**src/rtl/lsu.sv**
```systemverilog
// Load/store unit: runs one request/acknowledge transaction against variable-latency
// data memory per accepted start, returning load data and a done/timeout status.
module lsu #(
    parameter int TIMEOUT = 16
) (
    input  logic        clk,
    input  logic        rst_f,
    input  logic        start,
    input  logic        we,
    input  logic [15:0] addr,
    input  logic [31:0] wdata,
    output logic        busy,
    output logic        done,
    output logic        err,
    output logic [31:0] ld_data,
    output logic        mem_req,
    output logic        mem_we,
    output logic [15:0] mem_addr,
    output logic [31:0] mem_wdata,
    input  logic        mem_ack,
    input  logic [31:0] mem_rdata,
    output logic [1:0]  o_dbg_state
);

    // Memory handshake: mem_req is held high, with mem_we/mem_addr/mem_wdata stable,
    // until the rising edge at which mem_ack is sampled high (transfer completes,
    // mem_rdata valid in that same cycle) or the wait budget runs out.
    typedef enum logic [1:0] {
        S_IDLE = 2'd0,
        S_REQ  = 2'd1,
        S_DONE = 2'd2
    } state_t;

    localparam logic [7:0] LP_TIMEOUT = 8'(TIMEOUT);

    state_t      r_state;
    state_t      w_state_nxt;
    logic [7:0]  r_cnt;
    logic [7:0]  w_cnt_inc;
    logic        w_timeout;
    logic        r_we;
    logic [15:0] r_addr;
    logic [31:0] r_wdata;
    logic        r_err;
    logic [31:0] r_ld_data;

    // The edge that would complete the TIMEOUT-th request cycle is the timeout edge.
    assign w_cnt_inc = r_cnt + 8'd1;
    assign w_timeout = (w_cnt_inc == LP_TIMEOUT);

    always_comb begin
        w_state_nxt = r_state;
        case (r_state)
            S_IDLE:  if (start) w_state_nxt = S_REQ;
            S_REQ:   if (mem_ack || w_timeout) w_state_nxt = S_DONE;
            S_DONE:  w_state_nxt = S_IDLE;
            default: w_state_nxt = S_IDLE;
        endcase
    end

    always_ff @(posedge clk or negedge rst_f) begin
        if (!rst_f) r_state <= S_IDLE;
        else        r_state <= w_state_nxt;
    end

    always_ff @(posedge clk or negedge rst_f) begin
        if (!rst_f) begin
            r_cnt     <= 8'd0;
            r_we      <= 1'b0;
            r_addr    <= 16'h0000;
            r_wdata   <= 32'h0;
            r_err     <= 1'b0;
            r_ld_data <= 32'h0;
        end else begin
            case (r_state)
                S_IDLE: begin
                    if (start) begin
                        r_we    <= we;
                        r_addr  <= addr;
                        r_wdata <= wdata;
                        r_err   <= 1'b0;
                        r_cnt   <= 8'd0;
                    end
                end
                S_REQ: begin
                    // An ack on the timeout edge still counts as success.
                    if (mem_ack) begin
                        if (!r_we) r_ld_data <= mem_rdata;
                    end else if (w_timeout) begin
                        r_err <= 1'b1;
                    end else begin
                        r_cnt <= w_cnt_inc;
                    end
                end
                default: ;
            endcase
        end
    end

    assign busy        = (r_state != S_IDLE);
    assign done        = (r_state == S_DONE);
    assign mem_req     = (r_state == S_REQ);
    assign err         = r_err;
    assign ld_data     = r_ld_data;
    assign mem_we      = r_we;
    assign mem_addr    = r_addr;
    assign mem_wdata   = r_wdata;
    assign o_dbg_state = r_state;

endmodule
```
**config.mk**
```make
export PLATFORM = sky130hd
export DESIGN_NAME = lsu
export DESIGN_NICKNAME = d
export VERILOG_FILES = /design/src/rtl/lsu.sv
export SDC_FILE = /design/constraint.sdc
export NUM_CORES = 1
export LEC_CHECK = 0
export ABC_AREA = 1
export BUFFER_PORTS_ARGS = -buffer_cell sky130_fd_sc_hd__buf_2
export CORE_AREA = 2 2 101 103
export CTS_CLUSTER_SIZE = 20
export DETAILED_ROUTE_END_ITERATION = 10
export DIE_AREA = 0 0 103 105
export PLACE_DENSITY_LB_ADDON = 0.08
export SYNTH_ARGS = -nofsm -noshare
export SYNTH_HDL_FRONTEND = slang
export SYNTH_SLANG_ARGS = --single-unit
```
**constraint.sdc**
```tcl
create_clock -name clk -period 2.1 [get_ports clk]
set_input_delay 0.63 -clock clk [delete_from_list [all_inputs] [get_ports clk]]
set_output_delay 0.63 -clock clk [all_outputs]
set_load 0.05 [all_outputs]
```
# After elaboration in Yosys (flattened, before gate mapping)
# Cells that the tools add are included.
[word_totals]
elab_cells = 37
register_bits = 92
[classes]
n_eq_ne = 8
n_mux = 11
reduce_logical = 9
n_addsub = 1
n_bitwise = 1
[ops]
columns = ["op", "n"]
rows = [
  ["$mux W8", 3],
  ["$pmux W8 S2", 1],
  ["$add A8 B1 Y8 const B", 1],
  ["$eq A8 B5 Y1 const B", 1],
  ["$reduce_and A4 Y1", 2],
  ["$ne A2 B2 Y1 const B", 3],
  ["$mux W2", 2],
  ["$ne A2 B1 Y1 const B", 2],
  ["$pmux W2 S2", 1],
  ["$reduce_and A2 Y1", 2],
  ["$reduce_bool A2 Y1", 2],
  ["$mux W1", 3],
  ["$reduce_and A3 Y1", 1],
  ["$eq A2 B1 Y1 const B", 1],
  ["$eq A2 B2 Y1 const B", 1],
  ["$logic_not A2 Y1", 1],
  ["$pmux W1 S2", 1],
  ["$logic_or A1 B1 Y1", 1],
  ["$not A1 Y1", 1],
]

# Depth between registers and ports, before layout
[depth]
ltp_word = 5
mapped_depth = 10

# Least setup slack after synthesis
# OpenSTA, ideal clock, no wires.
[synth_timing]
kind = "register to output"
startpoint = "register r_state[1], in the netlist o_dbg_state[1]"
endpoint = "output port done"
path_stages_with_launch = 3
path_buffers = 0
required_ns = 1.470
arrival_ns = 1.476
path_slack_ns = -0.006
cell_sequence = "dfrtp_1 -> inv_1 -> nor2_1"
[synth_between]
elab_chain_len = 1
[synth_lines]
columns = ["item", "line_no", "rtl"]
rows = [
  ["start, declared", "36", "state_t r_state;"],
  ["start signal, assigned", "63", "else r_state <= w_state_nxt;"],
  ["$eq A2 B2 Y1", "101", "assign done = (r_state == S_DONE);"],
  ["end, declared", "13", "output logic done,"],
]
# Every way passes these cells.

# Final worst setup path
[layout_timing]
startpoint = "register r_state[1], in the netlist o_dbg_state[1]"
endpoint = "output port mem_req"
[layout_between]
elab_chain_len = 1
[layout_lines]
columns = ["item", "line_no", "rtl"]
rows = [
  ["$eq A2 B1 Y1", "102", "assign mem_req = (r_state == S_REQ);"],
  ["end, declared", "16", "output logic mem_req,"],
]
# Every way passes these cells.

==> flow_metrics.env <==
export IMPL_seq_area_frac_synth_pct=61.0
export IMPL_grt_usage_pct=18.1
export IMPL_synth_compound_area_share_pct=1.06
export IMPL_crit_buf_inv=1
export IMPL_worst_slack_ns=0.111
export IMPL_drv_slew=0
export IMPL_die_x_um=103
export IMPL_layout_common_cells="171 x nand2_1, 170 x buf_2, 92 x dfrtp_1"
export IMPL_path_max_fanout=7
export IMPL_skew_ns=0.0119
export IMPL_wl_um=9170
export IMPL_ir_worst_vdd_v=0.000716
export IMPL_min_period_ns=1.99
export IMPL_final_antenna_net_count=0
export IMPL_grt_pass1_vias=3172
export IMPL_start_util_pct=39.2
export IMPL_clk_pin_slew_ns=0.09
export IMPL_vias_per_cell=4.58
export IMPL_cap_violations=0
export IMPL_slew_headroom_pct=44.6
export IMPL_gr_total_overflow=0
export IMPL_synth_cell_types=26
export IMPL_cp_data_required_time_ns=1.47
export IMPL_hold_violations=0
export IMPL_clk_latency_ns=0.36
export IMPL_multi_input_area_sq_um=1340
export IMPL_fillers=970
export IMPL_drcViolationCount=0
export IMPL_cts_tree="done"
export IMPL_synth_nets=459
export IMPL_final_util_pct=51.9
export IMPL_rsz0062_at_grt="no"
export IMPL_worstPathArrival_ns=1.36
export IMPL_gp_congestion=0.839
export IMPL_dieArea_sq_um=10800
export IMPL_reg2reg_slack_ns=0.34
export IMPL_synth_cell_area_sq_um=3770
export IMPL_nNetsFinal=631
export IMPL_fmax_ghz=0.503
export IMPL_synth_mux_area_share_pct=9.55
export IMPL_slowest_delay_ns=0.47
export IMPL_fp_coreArea_sq_um=9640
export IMPL_worst_pin_slew_ns=0.830
export IMPL_area_delta_synth_final_pct=32.5
export IMPL_numClockSinks=92
export IMPL_cp_depth=2
export IMPL_final_common_cell="nand2_1"
export IMPL_synth_simple_area_share_pct=24.6
export IMPL_ctsHoldBuffers=0
export IMPL_n_antenna_cell=0
export IMPL_final_layout_size_suffix_gt1_share_pct=37.5
export IMPL_portBuffers=171
export IMPL_rows=36
export IMPL_io_pin_count=172
export IMPL_num_vias=3128
export IMPL_drt_iter0_markers=107
export IMPL_cts_setup_buffers=0
export IMPL_dieHeight_um=105
export IMPL_synth_seq_cells=92
export IMPL_grt_pass1_wl_um=15100
export IMPL_worstPathCellList="nor2_8, buf_2"
export IMPL_hold_path_class="in -> async"
export IMPL_reg2reg_depth=5
export IMPL_outcome="completed"
export IMPL_drt_pass1_iter_count=5
export IMPL_dp_hpwl_um=6560
export IMPL_synth_area_per_cell_sq_um=10.1
export IMPL_p_leak_nw=2.75
export IMPL_synth_top_family_by_area="simple AND/OR/NAND/NOR gates"
export IMPL_timing_setup_tns_ns=0
export IMPL_critPathKind="reg -> out"
export IMPL_yosys_warnings=0
export IMPL_post_drt_wl_per_cell_um=13.4
export IMPL_synth_cells=373
export IMPL_setup_viol=0
export IMPL_antenna_found_initial=0
export IMPL_clock_root_buffer="clkbuf_8"
export IMPL_synthAdderAreaFrac_pct=0.331
export IMPL_cts_resized=0
export IMPL_fin_crit_sh_pct=94.7
export IMPL_path_delay_family="flip-flops"
export IMPL_synth_xor_area_share_pct=0
export IMPL_seq_area_sq_um=2300
export IMPL_clockBufferDepth=2
export IMPL_worst_path_max_delay_cell="dfrtp_1"
export IMPL_power_density_nw_per_um2=1740
export IMPL_cts_made_buffers=9
export IMPL_htree_num_levels=3
export IMPL_hold_ws_ns=0.196
export IMPL_cp_end_kind="output pin"
export IMPL_grt_max_degree=50
export IMPL_dp_slack_ns=0.343
export IMPL_cp_start_kind="flip-flop"
==> cell usage after synthesis <==
library cell / n / area (sq um)
clkbuf_1: 7 / 26.3
o21bai_1: 2 / 15.0
buf_6: 3 / 33.8
clkinv_1: 1 / 3.75
nand3_1: 12 / 60.1
o21ai_0: 1 / 5.00
dfrtp_1: 92 / 2300
inv_2: 3 / 11.3
nand3_2: 1 / 10.0
nor2_1: 7 / 26.3
nand2_1: 171 / 642
nand3_4: 1 / 17.5
nor2_8: 1 / 20.0
mux2_1: 32 / 360
buf_2: 4 / 20.0
nor2_4: 2 / 22.5
nand2_2: 4 / 25.0
nand4_4: 1 / 21.3
nor2_2: 3 / 18.8
o21ai_1: 1 / 5.00
ha_1: 1 / 12.5
nand4_1: 9 / 56.3
nand3b_1: 1 / 7.51
buf_1: 1 / 3.75
a21oi_1: 3 / 15.0
inv_1: 9 / 33.8
==> registers in the layout, summed over array words and instances, names as in the netlist <==
register,cells
ld_data,32
mem_we,1
r_cnt,8
mem_addr,16
o_dbg_state,2
mem_wdata,32
err,1
==> path summary, 6_finish.rpt <==
path / endpoint / start
max reg2reg: ld_data[17] / o_dbg_state[1]
min in group clk: mem_wdata[11] / wdata[11]
min: ld_data[18] / rst_f
max in group asynchronous: ld_data[4] / rst_f
min reg2reg: mem_addr[11] / mem_addr[11]
max: mem_req / o_dbg_state[1]
==> layer usage <==
metal,share of wire (%),global-route usage (%)
met3,7.4,5.75
met1,43,22.7
met4,2.6,7.89
met5,0,0
met2,47,28.3
==> logic make-up (layout without fill, tap and decap cells) <==
kind of cell / count (synthesis) / count (layout)
AO/OA/AOI/OAI: 7 / 7
adder cells (fa/ha/maj): 1 / 1
buffers and inverters: 28 / 205
flip-flops: 92 / 92
multiplexers: 32 / 32
AND/OR/NAND/NOR: 213 / 213
==> power by group <==
part | leakage (nW) | switching (W) | internal [W]
registers | 1.13 | 0.000372 | 0.00250
logic | 1.51 | 0.00358 | 0.000995
clock network | 0.105 | 0.000602 | 0.000673
total | 2.75 | 0.00456 | 0.00416
==> per-stage QoR <==
step | instances | total power [W] | instance area [sq um]
finish | 683 | 0.00872 | 5000
global route | 683 | 0.00923 | 5000
CTS | 683 | 0.00883 | 5000
detailed placement | 667 | 0.00753 | 4790
global placement | 667 | 0.00747 | 4790
floorplan | 373 | 0.00636 | 3780
==> cell type report <==
class                      instances  area share (%)
sequential                        92            46.0
multi-input combinational        253            26.8
inverter                          13           0.975
timing repair buffer             176            18.7
tap                              133            3.33
clock inverter                     4            1.48
clock buffer                      12            2.70
No activity file was read; power rests on OpenSTA's default activity.
